==> config.mk <==
export PLATFORM = sky130hd
export DESIGN_NAME = cordic_vectoring_flat
export DESIGN_NICKNAME = d
export VERILOG_FILES = /design/src/rtl/cordic_pkg.sv /design/src/rtl/cordic_vectoring_if.sv /design/src/rtl/cordic_vec_step.sv /design/src/rtl/cordic_vectoring.sv /design/src/flat_wrapper.sv
export SDC_FILE = /design/constraint.sdc
export NUM_CORES = 1
export LEC_CHECK = 0
export CAP_MARGIN = 20
export CORE_UTILIZATION = 50
export DETAILED_ROUTE_END_ITERATION = 16
export GPL_ROUTABILITY_DRIVEN = 0
export GPL_TIMING_DRIVEN = 0
export HOLD_SLACK_MARGIN = 0.02
export PLACE_DENSITY = 0.7
export SLEW_MARGIN = 20
export SYNTH_ARGS = -nofsm -noshare
export SYNTH_HDL_FRONTEND = slang
export SYNTH_SLANG_ARGS = --single-unit
==> constraint.sdc <==
create_clock -name clock -period 9.6 [get_ports clock]
set_input_delay 0.96 -clock clock [delete_from_list [all_inputs] [get_ports clock]]
set_output_delay 0.96 -clock clock [all_outputs]
set_load 0.05 [all_outputs]
==> src/rtl/cordic_pkg.sv <==
`default_nettype none
// ============================================================================
// | Module      : cordic_pkg                                                 |
// | Description : Shared constants for the vectoring-mode CORDIC: arctangent |
// |               table, quarter-turn pre-rotation angle, FSM states and     |
// |               gain-compensation shift amounts.                           |
// | Revision    : 1.0 - initial release                                      |
// ============================================================================
package cordic_pkg;

  // Angle constants are Fixpoint(13:10), radians.
  localparam int ATAN_W = 13;

  // atan(2^-i) for i = 0..10
  localparam logic signed [ATAN_W-1:0] ATAN [0:10] = '{
    13'sd804, 13'sd475, 13'sd251, 13'sd127, 13'sd64, 13'sd32,
    13'sd16,  13'sd8,   13'sd4,   13'sd2,   13'sd1
  };

  // pi/2, applied by the quadrant pre-rotation
  localparam logic signed [ATAN_W-1:0] PI_2 = 13'sd1608;

  // 1/K ~ 0.6074 realised as x/2 + x/8 - x/64 - x/512
  localparam int GAIN_SH0 = 1;
  localparam int GAIN_SH1 = 3;
  localparam int GAIN_SH2 = 6;
  localparam int GAIN_SH3 = 9;

  typedef enum logic [1:0] {
    ST_IDLE = 2'd0,
    ST_ITER = 2'd1,
    ST_GAIN = 2'd2,
    ST_DONE = 2'd3
  } state_t;

  // Table lookup that returns zero beyond the end of the table
  function automatic logic signed [ATAN_W-1:0] atan_lut(input logic [3:0] i);
    atan_lut = '0;
    if (i <= 4'd10) atan_lut = ATAN[i];
  endfunction

endpackage
`default_nettype wire

==> src/rtl/cordic_vectoring_if.sv <==
`default_nettype none
// ============================================================================
// | Module      : cordic_vectoring_if                                        |
// | Description : Valid/ready input vector and output result channel of the  |
// |               vectoring CORDIC.                                          |
// | Revision    : 1.0 - initial release                                      |
// ============================================================================
interface cordic_vectoring_if #(
  parameter int W  = 12,
  parameter int AW = W + 1,
  parameter int IW = W + 2
);
  logic                 in_valid;
  logic                 in_ready;
  logic signed [W-1:0]  x_in;
  logic signed [W-1:0]  y_in;
  logic                 out_valid;
  logic                 out_ready;
  logic signed [AW-1:0] angle_out;
  logic signed [IW-1:0] mag_out;

  modport master (
    output in_valid, x_in, y_in, out_ready,
    input  in_ready, out_valid, angle_out, mag_out
  );

  modport slave (
    input  in_valid, x_in, y_in, out_ready,
    output in_ready, out_valid, angle_out, mag_out
  );
endinterface
`default_nettype wire

==> src/rtl/cordic_vec_step.sv <==
`default_nettype none
// ============================================================================
// | Module      : cordic_vec_step                                            |
// | Description : One combinational vectoring micro-rotation. Rotates toward |
// |               y = 0 by atan(2^-i) and accumulates the angle in z.        |
// | Revision    : 1.0 - initial release                                      |
// ============================================================================
module cordic_vec_step
  import cordic_pkg::*;
#(
  parameter int IW = 14,
  parameter int AW = 13,
  parameter int CW = 4
) (
  input  logic signed [IW-1:0] x,
  input  logic signed [IW-1:0] y,
  input  logic signed [AW-1:0] z,
  input  logic        [CW-1:0] i,
  output logic signed [IW-1:0] x_next,
  output logic signed [IW-1:0] y_next,
  output logic signed [AW-1:0] z_next
);

  logic signed [IW-1:0] w_xs;
  logic signed [IW-1:0] w_ys;
  logic signed [AW-1:0] w_atan;

  assign w_xs   = x >>> i;
  assign w_ys   = y >>> i;
  assign w_atan = AW'(atan_lut(4'(i)));

  // Rotate against the sign of y; every term uses the pre-step values
  always_comb begin
    x_next = x;
    y_next = y;
    z_next = z;
    if (!y[IW-1]) begin
      x_next = x + w_ys;
      y_next = y - w_xs;
      z_next = z + w_atan;
    end else begin
      x_next = x - w_ys;
      y_next = y + w_xs;
      z_next = z - w_atan;
    end
  end

endmodule
`default_nettype wire

==> src/rtl/cordic_vectoring.sv <==
`default_nettype none
// ============================================================================
// | Module      : cordic_vectoring                                           |
// | Description : Iterative vectoring-mode CORDIC. Returns atan2(y,x) and    |
// |               the magnitude of a Fixpoint(W:W-2) vector, one micro-      |
// |               rotation per enabled clock through a shared step unit.     |
// |               Optional macro CORDIC_VEC_GAIN_COMP_EN adds a GAIN cycle   |
// |               that scales the magnitude by ~1/1.6468.                    |
// | Revision    : 1.0 - initial release                                      |
// ============================================================================
module cordic_vectoring
  import cordic_pkg::*;
#(
  parameter int W  = 12,
  parameter int N  = 11,
  parameter int AW = W + 1,
  parameter int IW = W + 2
) (
  input  logic               clock,
  input  logic               reset_n,
  input  logic               ce,
  cordic_vectoring_if.slave  bus
);

  localparam int CW = $clog2(N + 1);

  state_t               r_state;
  state_t               w_state_next;
  logic signed [IW-1:0] r_x;
  logic signed [IW-1:0] r_y;
  logic signed [AW-1:0] r_z;
  logic        [CW-1:0] r_count;
  logic                 r_zero;
  logic signed [AW-1:0] r_angle;
  logic signed [IW-1:0] r_mag;
  logic signed [IW-1:0] w_x_in;
  logic signed [IW-1:0] w_y_in;
  logic signed [IW-1:0] w_x_next;
  logic signed [IW-1:0] w_y_next;
  logic signed [AW-1:0] w_z_next;
  logic                 w_accept;
  logic                 w_last;

  // Widen before any negation so that -(-2.0) is representable
  assign w_x_in   = IW'(bus.x_in);
  assign w_y_in   = IW'(bus.y_in);
  assign w_accept = ce & bus.in_valid & (r_state == ST_IDLE);
  assign w_last   = (r_count == CW'(N - 1));

  cordic_vec_step #(
    .IW (IW),
    .AW (AW),
    .CW (CW)
  ) u_step (
    .x      (r_x),
    .y      (r_y),
    .z      (r_z),
    .i      (r_count),
    .x_next (w_x_next),
    .y_next (w_y_next),
    .z_next (w_z_next)
  );

`ifdef CORDIC_VEC_GAIN_COMP_EN
  logic signed [IW-1:0] w_mag_gain;
  assign w_mag_gain = (r_x >>> GAIN_SH0) + (r_x >>> GAIN_SH1)
                    - (r_x >>> GAIN_SH2) - (r_x >>> GAIN_SH3);
`endif

  // State register
  always_ff @(posedge clock or negedge reset_n) begin
    if (!reset_n) r_state <= ST_IDLE;
    else          r_state <= w_state_next;
  end

  // Next-state logic; every move waits for ce
  always_comb begin
    w_state_next = r_state;
    case (r_state)
      ST_IDLE: if (w_accept) w_state_next = ST_ITER;
`ifdef CORDIC_VEC_GAIN_COMP_EN
      ST_ITER: if (ce && w_last) w_state_next = ST_GAIN;
`else
      ST_ITER: if (ce && w_last) w_state_next = ST_DONE;
`endif
      ST_GAIN: if (ce) w_state_next = ST_DONE;
      ST_DONE: if (ce && bus.out_ready) w_state_next = ST_IDLE;
      default: w_state_next = ST_IDLE;
    endcase
  end

  // Capture with quadrant pre-rotation, iterate, then latch the result
  always_ff @(posedge clock or negedge reset_n) begin
    if (!reset_n) begin
      r_x     <= '0;
      r_y     <= '0;
      r_z     <= '0;
      r_count <= '0;
      r_zero  <= 1'b0;
      r_angle <= '0;
      r_mag   <= '0;
    end else if (ce) begin
      case (r_state)
        ST_IDLE: begin
          if (w_accept) begin
            r_count <= '0;
            // The zero vector has no defined angle; report 0 rather than
            // the sum of the table that the y>=0 path would accumulate.
            r_zero  <= (w_x_in == '0) && (w_y_in == '0);
            if (w_x_in[IW-1] && !w_y_in[IW-1]) begin
              r_x <= w_y_in;
              r_y <= -w_x_in;
              r_z <= AW'(PI_2);
            end else if (w_x_in[IW-1]) begin
              r_x <= -w_y_in;
              r_y <= w_x_in;
              r_z <= -AW'(PI_2);
            end else begin
              r_x <= w_x_in;
              r_y <= w_y_in;
              r_z <= '0;
            end
          end
        end
        ST_ITER: begin
          r_x     <= w_x_next;
          r_y     <= w_y_next;
          r_z     <= w_z_next;
          r_count <= r_count + 1'b1;
`ifdef CORDIC_VEC_GAIN_COMP_EN
`else
          if (w_last) begin
            r_angle <= r_zero ? '0 : w_z_next;
            r_mag   <= w_x_next;
          end
`endif
        end
`ifdef CORDIC_VEC_GAIN_COMP_EN
        ST_GAIN: begin
          r_angle <= r_zero ? '0 : r_z;
          r_mag   <= w_mag_gain;
        end
`endif
        default: ;
      endcase
    end
  end

  // in_ready must read 0 while reset is asserted, even though the state is IDLE
  assign bus.in_ready  = (r_state == ST_IDLE) & reset_n;
  assign bus.out_valid = (r_state == ST_DONE);
  assign bus.angle_out = r_angle;
  assign bus.mag_out   = r_mag;

endmodule
`default_nettype wire

==> src/flat_wrapper.sv <==
// flat-port wrapper written by rule: the top's interface ports become plain ports
module cordic_vectoring_flat import cordic_pkg::*;
#(
  parameter int W  = 12,
  parameter int N  = 11,
  parameter int AW = W + 1,
  parameter int IW = W + 2
)
  (clock, reset_n, ce, bus_in_valid, bus_x_in, bus_y_in, bus_out_ready, bus_in_ready, bus_out_valid, bus_angle_out, bus_mag_out);
  cordic_vectoring_if #(.W(W), .AW(AW), .IW(IW)) bus_i ();
  input  logic clock;
  input  logic reset_n;
  input  logic ce;
  input wire logic [$bits(bus_i.in_valid)-1:0] bus_in_valid;
  input wire logic [$bits(bus_i.x_in)-1:0] bus_x_in;
  input wire logic [$bits(bus_i.y_in)-1:0] bus_y_in;
  input wire logic [$bits(bus_i.out_ready)-1:0] bus_out_ready;
  output wire logic [$bits(bus_i.in_ready)-1:0] bus_in_ready;
  output wire logic [$bits(bus_i.out_valid)-1:0] bus_out_valid;
  output wire logic [$bits(bus_i.angle_out)-1:0] bus_angle_out;
  output wire logic [$bits(bus_i.mag_out)-1:0] bus_mag_out;
  assign bus_i.in_valid = bus_in_valid;
  assign bus_i.x_in = bus_x_in;
  assign bus_i.y_in = bus_y_in;
  assign bus_i.out_ready = bus_out_ready;
  assign bus_in_ready = bus_i.in_ready;
  assign bus_out_valid = bus_i.out_valid;
  assign bus_angle_out = bus_i.angle_out;
  assign bus_mag_out = bus_i.mag_out;
  cordic_vectoring #(.W(W), .N(N), .AW(AW), .IW(IW)) u_core (.clock(clock), .reset_n(reset_n), .ce(ce), .bus(bus_i));
endmodule
==> metrics.txt, run 1 <==
outcome finished, violations left; failing checks DRC; most used flip-flop cell after synthesis dfrtp_1; Async SR Flop Fraction 1.000; GRT Residual Overflow 0; share of cells above drive strength 1 0.07763; Post-CTS Setup Inserts 0; setup TNS 0 ns; Hold Slack 0.4808 ns; vias per cell 6.302; most frequent cells after synthesis 102 x nor2_1, 93 x nand2_1, 75 x dfrtp_1; antenna-violating nets left 0; CTS Buffer Depth 2; CP Capture Type flip-flop; # resized after CTS 0; Hold WC Path Type flip-flop to flip-flop; post-synth top area share 0.2459; sequential share of the synthesized area 0.2459; initial antenna violation count 0; first-pass iteration count of the detailed router 13; met3 wire len 1795 um; Clk Tree Root Cell clkbuf_16; WS Path Type flip-flop to flip-flop; CP delay by family, top buffers and inverters; CP Launch Type flip-flop; met1 wire length 10240 um; Met2 Routed Length 10410 um; Post-synth EDFFs 0; synthesized area per cell 8.415 um2; Cell Rows 44; relative slew slack 0.2560; Cell variety after synth 73; synth top area cells dfrtp_1 25%, ha_1 8.9%, xnor2_1 5.2%; final hold violations 0; Worst-Skew Late Latency 0.36 ns; clock buffer count from CTS 9; layout net count 1060; vias in the first global route 6976; Fmax achieved 0.1814 GHz; pre-CTS worst setup slack 4.276 ns; Clock Skew 0.01148 ns; core area 14700 um2; worst path cell trace clkbuf_1, clkbuf_1, clkbuf_1, clkbuf_1, nor2_1, or2_2, ha_1, nand2_1, o21ai_0, fa_1, a21o_1, a21o_1, a21oi_1, o21ai_0, a41o_1, o41a_1, xor2_1, nand2_1, a22oi_1; Max Cap Viol 0; Crit Path Max Fanout 10; Die ar. 15760 um2; Die Ht 125.6 um; Tcrit/Tclk final 0.5743; clock slew at reported path FFs 0.06 ns; Horiz. Die Dim 125.6 um; Antenna diodes 0; H-tree depth 3; IO buf count 55; first-pass GRT wire length 37150 um; area delta synth->final 14.49%; wire per inst 20.12 um; largest net degree at the start of global routing 49; CP max stage cell dfrtp_1; Routed WL 23400 um; DR top layer met4; Ys Warns 0; hpwl dp 17960 um; slack of the critical path 4.087 ns; Max Slew Vio Count 0; DR vias 7329; crit-path max cell delay 0.48 ns; count leader, synth nor2_1; Critical Path AT 5.77 ns; FF+latch count, synth 75; hold_buf cts 0; WP buf/inv 4; post-route insts no fill 1163; Post-Syn Instances 907; Syn Nets 993; Initial Utilization 0.5192; critical path data required time 9.86 ns; I/O pins 58; Post-Syn Area 7632 um2; CTS tree yes; cell accounting for the most synthesized area dfrtp_1; RSZ-0062 raised after global routing false; drc violations 1; post-placement cell count 1147; DR iter-0 viols 608; Tmin final 5.513 ns; Worst-Margin Slew 1.088 ns; Crit path top cell by count clkbuf_1; Overall Global Routing Usage 0.3052; final setup violation count 0; CTS Sinks 75
==> area by class of cell <==
| class | count | area (um2) |
|---|---|---|
| Timing Repair Buffer | 56 | 575.6 |
| Clock buffer | 10 | 229.0 |
| Tap cell | 184 | 230.2 |
| Multi-Input combinational cell | 745 | 5388 |
| Fill cell | 1337 | 5961 |
| Inverter | 35 | 131.4 |
| Clock inverter | 6 | 71.32 |
| Buffer | 52 | 236.5 |
| Sequential cell | 75 | 1877 |
==> layout by cell type, fill, tap and decap left out, drive strengths merged, types with 12 or more instances in the layout <==
cell             n
a211oi          17
a21o            12
a21oi           63
buf             21
clkbuf          43
clkdlybuf4s50   54
dfrtp           75
ha              54
inv             38
mux2            17
mux2i           19
mux4            22
nand2           93
nor2           103
nor3            22
o21ai           73
xnor2           45
xor2            28
==> stage by stage <==
step	util	cell area [um2]
floorplan	-	7632
global placement	0.5724	8413
detailed placement	0.5741	8438
CTS	0.5945	8738
global route	0.5945	8738
finish	0.5945	8738
==> sequential cells by signal, indices dropped and copies added, names as in the netlist <==
name                  count
u_core.r_x               14
u_core.r_z               13
u_core.r_y               14
u_core.bus.angle_out     13
u_core.r_state            2
u_core.r_zero             1
u_core.r_count            4
u_core.bus.mag_out       14
==> per-layer routing <==
metal / global-route usage / vias to the layer above
li1: - / 3448
met1: 0.4048 / 3485
met2: 0.4755 / 332
met3: 0.06675 / 64
met4: 0.1406 / 0
met5: 0 / -
==> worst paths after layout <==
check,start,cells after the start,to,slack [ns]
setup / recovery,u_core.r_count[3]$_DFFE_PN0P_,19,u_core.r_y[12]$_DFFE_PN0P_,4.09
setup reg to reg,u_core.r_count[3]$_DFFE_PN0P_,19,u_core.r_y[12]$_DFFE_PN0P_,4.09
min in group asynchronous,reset_n,1,u_core.bus.angle_out[9]$_DFFE_PN0P_,0.53
max in group asynchronous,reset_n,2,u_core.r_x[1]$_DFFE_PN0P_,8.49
hold reg to reg,u_core.bus.angle_out[2]$_DFFE_PN0P_,2,u_core.bus.angle_out[2]$_DFFE_PN0P_,0.48
hold / removal,u_core.bus.angle_out[2]$_DFFE_PN0P_,2,u_core.bus.angle_out[2]$_DFFE_PN0P_,0.48
==> cell families (layout without fill, tap and decap cells) <==
family                     count (synthesis)  count (layout)  share of synthesized area
and+or+nand+nor                          291             291                     0.1813
AOI/OAI and AO/OA                        266             266                     0.2246
buffers and inverters                     87             159                    0.04820
DFF                                       75              75                     0.2459
xor gates and xnor gates                  73              73                    0.08377
muxes                                     58              58                     0.1198
adders and majority gates                 57              57                    0.09639
==> worst reg2reg max path, stage by stage (launching register included) <==
cell,delay (ns)
dfrtp_1,0.48
clkbuf_1,0.44
clkbuf_1,0.42
clkbuf_1,0.40
clkbuf_1,0.48
nor2_1,0.09
or2_2,0.31
ha_1,0.27
nand2_1,0.06
o21ai_0,0.15
fa_1,0.48
a21o_1,0.18
a21o_1,0.20
a21oi_1,0.19
o21ai_0,0.17
a41o_1,0.30
o41a_1,0.32
xor2_1,0.17
nand2_1,0.08
a22oi_1,0.21
Power of run 1 is left out: the tool's default activity adds up to more than one toggle a clock period on the data nets, which glitch-free logic cannot reach.
==> inputs of run 2 (changes only) <==
Settings changed: PLACE_DENSITY 0.7 to 0.73.
Clock period 9.6 ns to 4.85 ns, I/O delays scaled along.
==> run 2 against run 1 <==
The run still ends with DRC left. Non-clock buffer count is 18 higher. First-iteration DRC count is 13% higher. Cell area is 2.9% higher. Global-route usage is 0.10 points lower. Wire length is 2.3% higher. Via count is 2.7% higher. Clock skew is 0.0013 ns higher. Critical path depth is 3 higher. Utilization is 1.7 points higher. Die area stayed put. Critical endpoint is now u_core.bus.mag_out[13]$_DFFE_PN0P_.
==> metrics.txt, run 2 (synthesis gave the netlist of run 1 again) <==
critical path data required time 5.06 ns (-4.80 ns); Antenna diodes 0 (unchanged); Critical Path AT 4.96 ns (-0.81 ns); outcome finished, violations left; final setup violation count 0 (unchanged); commonest cells after routing, fill and taps aside 100 x nor2_1, 93 x nand2_1, 72 x dfrtp_1; IO buf count 55 (unchanged); Tcrit/Tclk final 0.9792 (+0.4049); final hold violations 0 (unchanged); vias in the first global route 7116 (+2.0%); Reg2Reg Setup Slack 0.10 ns (-3.99 ns); relative slew slack 0.2832 (+0.02724); Worst-Skew Late Latency 0.35 ns (about the same); Overall Global Routing Usage 0.3042 (-0.001045); Tmin final 4.749 ns (-0.7642 ns); H-tree depth 3 (unchanged); layout net count 1078 (+1.7%); end point of the critical path u_core.bus.mag_out[13]$_DFFE_PN0P_; CTS Sinks 75 (unchanged); CTS tree yes; Cell Rows 44 (unchanged); area delta synth->final 17.84%; core area 14700 um2 (unchanged); Horiz. Die Dim 125.6 um (unchanged); DR top layer met5; Hold WC Path Type input port to async pin; CP Capture Type flip-flop; failing checks DRC; Routed WL 23930 um (+2.3%); first-pass iteration count of the detailed router 11 (-2); Initial Utilization 0.5192 (unchanged); CTS Buffer Depth 2 (unchanged); initial antenna violation count 0 (unchanged); DR iter-0 viols 684 (+13%); worst path cell trace buf_12, buf_12, buf_6, mux2_2, a222oi_1, mux2i_2, nor2_4, nor4b_4, buf_4, nor2b_1, xnor2_1, o22ai_1, ha_1, a21o_1, a21o_1, nand2_1, nand2_1, a41oi_2, a21oi_1, xor2_1, xnor2_1, o21ai_0; Filler cells 1292 (-3.4%); Die ar. 15760 um2 (unchanged); hpwl dp 17760 um (-1.1%); WS Path Type flip-flop to flip-flop; GRT Residual Overflow 0 (unchanged); setup TNS 0 ns (unchanged); drc violations 1 (unchanged); Clk Tree Root Cell clkbuf_16; crit-path max cell delay 0.46 ns (-0.02 ns); I/O pins 58 (unchanged); clock slew at reported path FFs 0.07 ns (about the same); wire per inst 20.27 um (+0.74%); CP Launch Type flip-flop; reg2reg end u_core.bus.mag_out[13]$_DFFE_PN0P_; Worst-Margin Slew 1.048 ns (-0.03982 ns); slack of the critical path 0.1011 ns (-3.986 ns); CP max stage cell a222oi_1; vias per cell 6.374 (+1.1%); first-pass GRT wire length 37380 um (+0.61%); R2R Path Start u_core.r_count[0]$_DFFE_PN0P_; DR vias 7528 (+2.7%); R2R depth 22 (+3); clock buffer count from CTS 9 (unchanged); antenna-violating nets left 0 (unchanged); Fmax achieved 0.2106 GHz (+16%); largest net degree at the start of global routing 52 (+6.1%); Worst path depth 22 (+3); Crit Path Max Fanout 10 (unchanged); Max Slew Vio Count 0 (unchanged); most common cell after layout, fill and taps aside nor2_1; met3 wire len 2031 um (+13%); Met2 Routed Length 10930 um (+4.9%); pre-CTS worst setup slack -0.4950 ns (-4.771 ns); Max Cap Viol 0 (unchanged); Clock Skew 0.01274 ns (+0.001269 ns); Die Ht 125.6 um (unchanged); WP buf/inv 4 (unchanged); CP delay by family, top compound AO/OA/AOI/OAI gates; Critical Path Source u_core.r_count[0]$_DFFE_PN0P_; met1 wire length 9861 um (-3.7%); share of cells above drive strength 1 0.1314 (+0.05376)
## run 2: changes by cell type in the layout (fill, tap and decap cells not counted), moves of 5 or more
cell / delta
a21oi_2: +5
a21oi_1: -5
clkbuf_1: -6
buf_4: +21
## run 2: metal layers
layer | vias up | track usage
li1 | 3484 | -
met1 | 3592 | 0.3940
met2 | 369 | 0.4739
met3 | 81 | 0.06932
met4 | 2 | 0.1557
met5 | - | 0.02167
## run 2: metrics by stage
| stage | instances | area [um2] | utilization | hold WS (ns) |
|---|---|---|---|---|
| final | 1181 | 8994 | 0.6118 | 0.04650 |
| after global routing | 1181 | 8994 | 0.6118 | 0.07437 |
| after CTS | 1166 | 8798 | 0.5986 | 0.05684 |
| after detailed placement | 1147 | 8438 | 0.5741 | 0.4279 |
| after global placement | 1146 | 8413 | 0.5724 | 0.4634 |
| after floorplan | 907 | 7632 | - | 0.1894 |
## run 2: worst min path at each step
| stage | cells past startpoint | start | end | slack (ns) |
|---|---|---|---|---|
| floorplan | 0 | reset_n | u_core.bus.angle_out[0]$_DFFE_PN0P_ | 0.19 |
| CTS | 1 | reset_n | u_core.bus.angle_out[9]$_DFFE_PN0P_ | 0.06 |
| global route | 1 | reset_n | u_core.bus.angle_out[9]$_DFFE_PN0P_ | 0.07 |
| detailed placement | 1 | reset_n | u_core.bus.angle_out[9]$_DFFE_PN0P_ | 0.43 |
| global placement | 2 | u_core.bus.angle_out[1]$_DFFE_PN0P_ | u_core.bus.angle_out[1]$_DFFE_PN0P_ | 0.46 |
| finish | 1 | reset_n | u_core.bus.angle_out[10]$_DFFE_PN0P_ | 0.05 |
## run 2: final cells by class
type,count,area (um2),area share
clock inverter,6,71.32,0.007930
timing repair buffer,75,718.2,0.07986
multi-input combinational,745,5465,0.6077
sequential,75,1881,0.2091
clock buffer,10,229.0,0.02546
tap,184,230.2,0.02560
inverter,35,135.1,0.01503
buffer,51,264.0,0.02935
## run 2: worst reg2reg max path, cell delays in order (launching register included)
cell	delay (ns)
dfrtp_2	0.44
buf_12	0.17
buf_12	0.15
buf_6	0.17
mux2_2	0.34
a222oi_1	0.46
mux2i_2	0.18
nor2_4	0.16
nor4b_4	0.25
buf_4	0.19
nor2b_1	0.18
xnor2_1	0.15
o22ai_1	0.12
ha_1	0.28
a21o_1	0.17
a21o_1	0.21
nand2_1	0.07
nand2_1	0.06
a41oi_2	0.20
a21oi_1	0.12
xor2_1	0.27
xnor2_1	0.17
o21ai_0	0.09
## run 2: repair_timing
action / 4_1_cts / 5_1_grt
hold buffers: 0 / 0
pin swaps: 4 / 9
endpoints found under the setup margin: 22 / 22
buffers inserted: 4 / 15
resized for setup: 18 / 35
Power of run 2 is left out for the same reason.
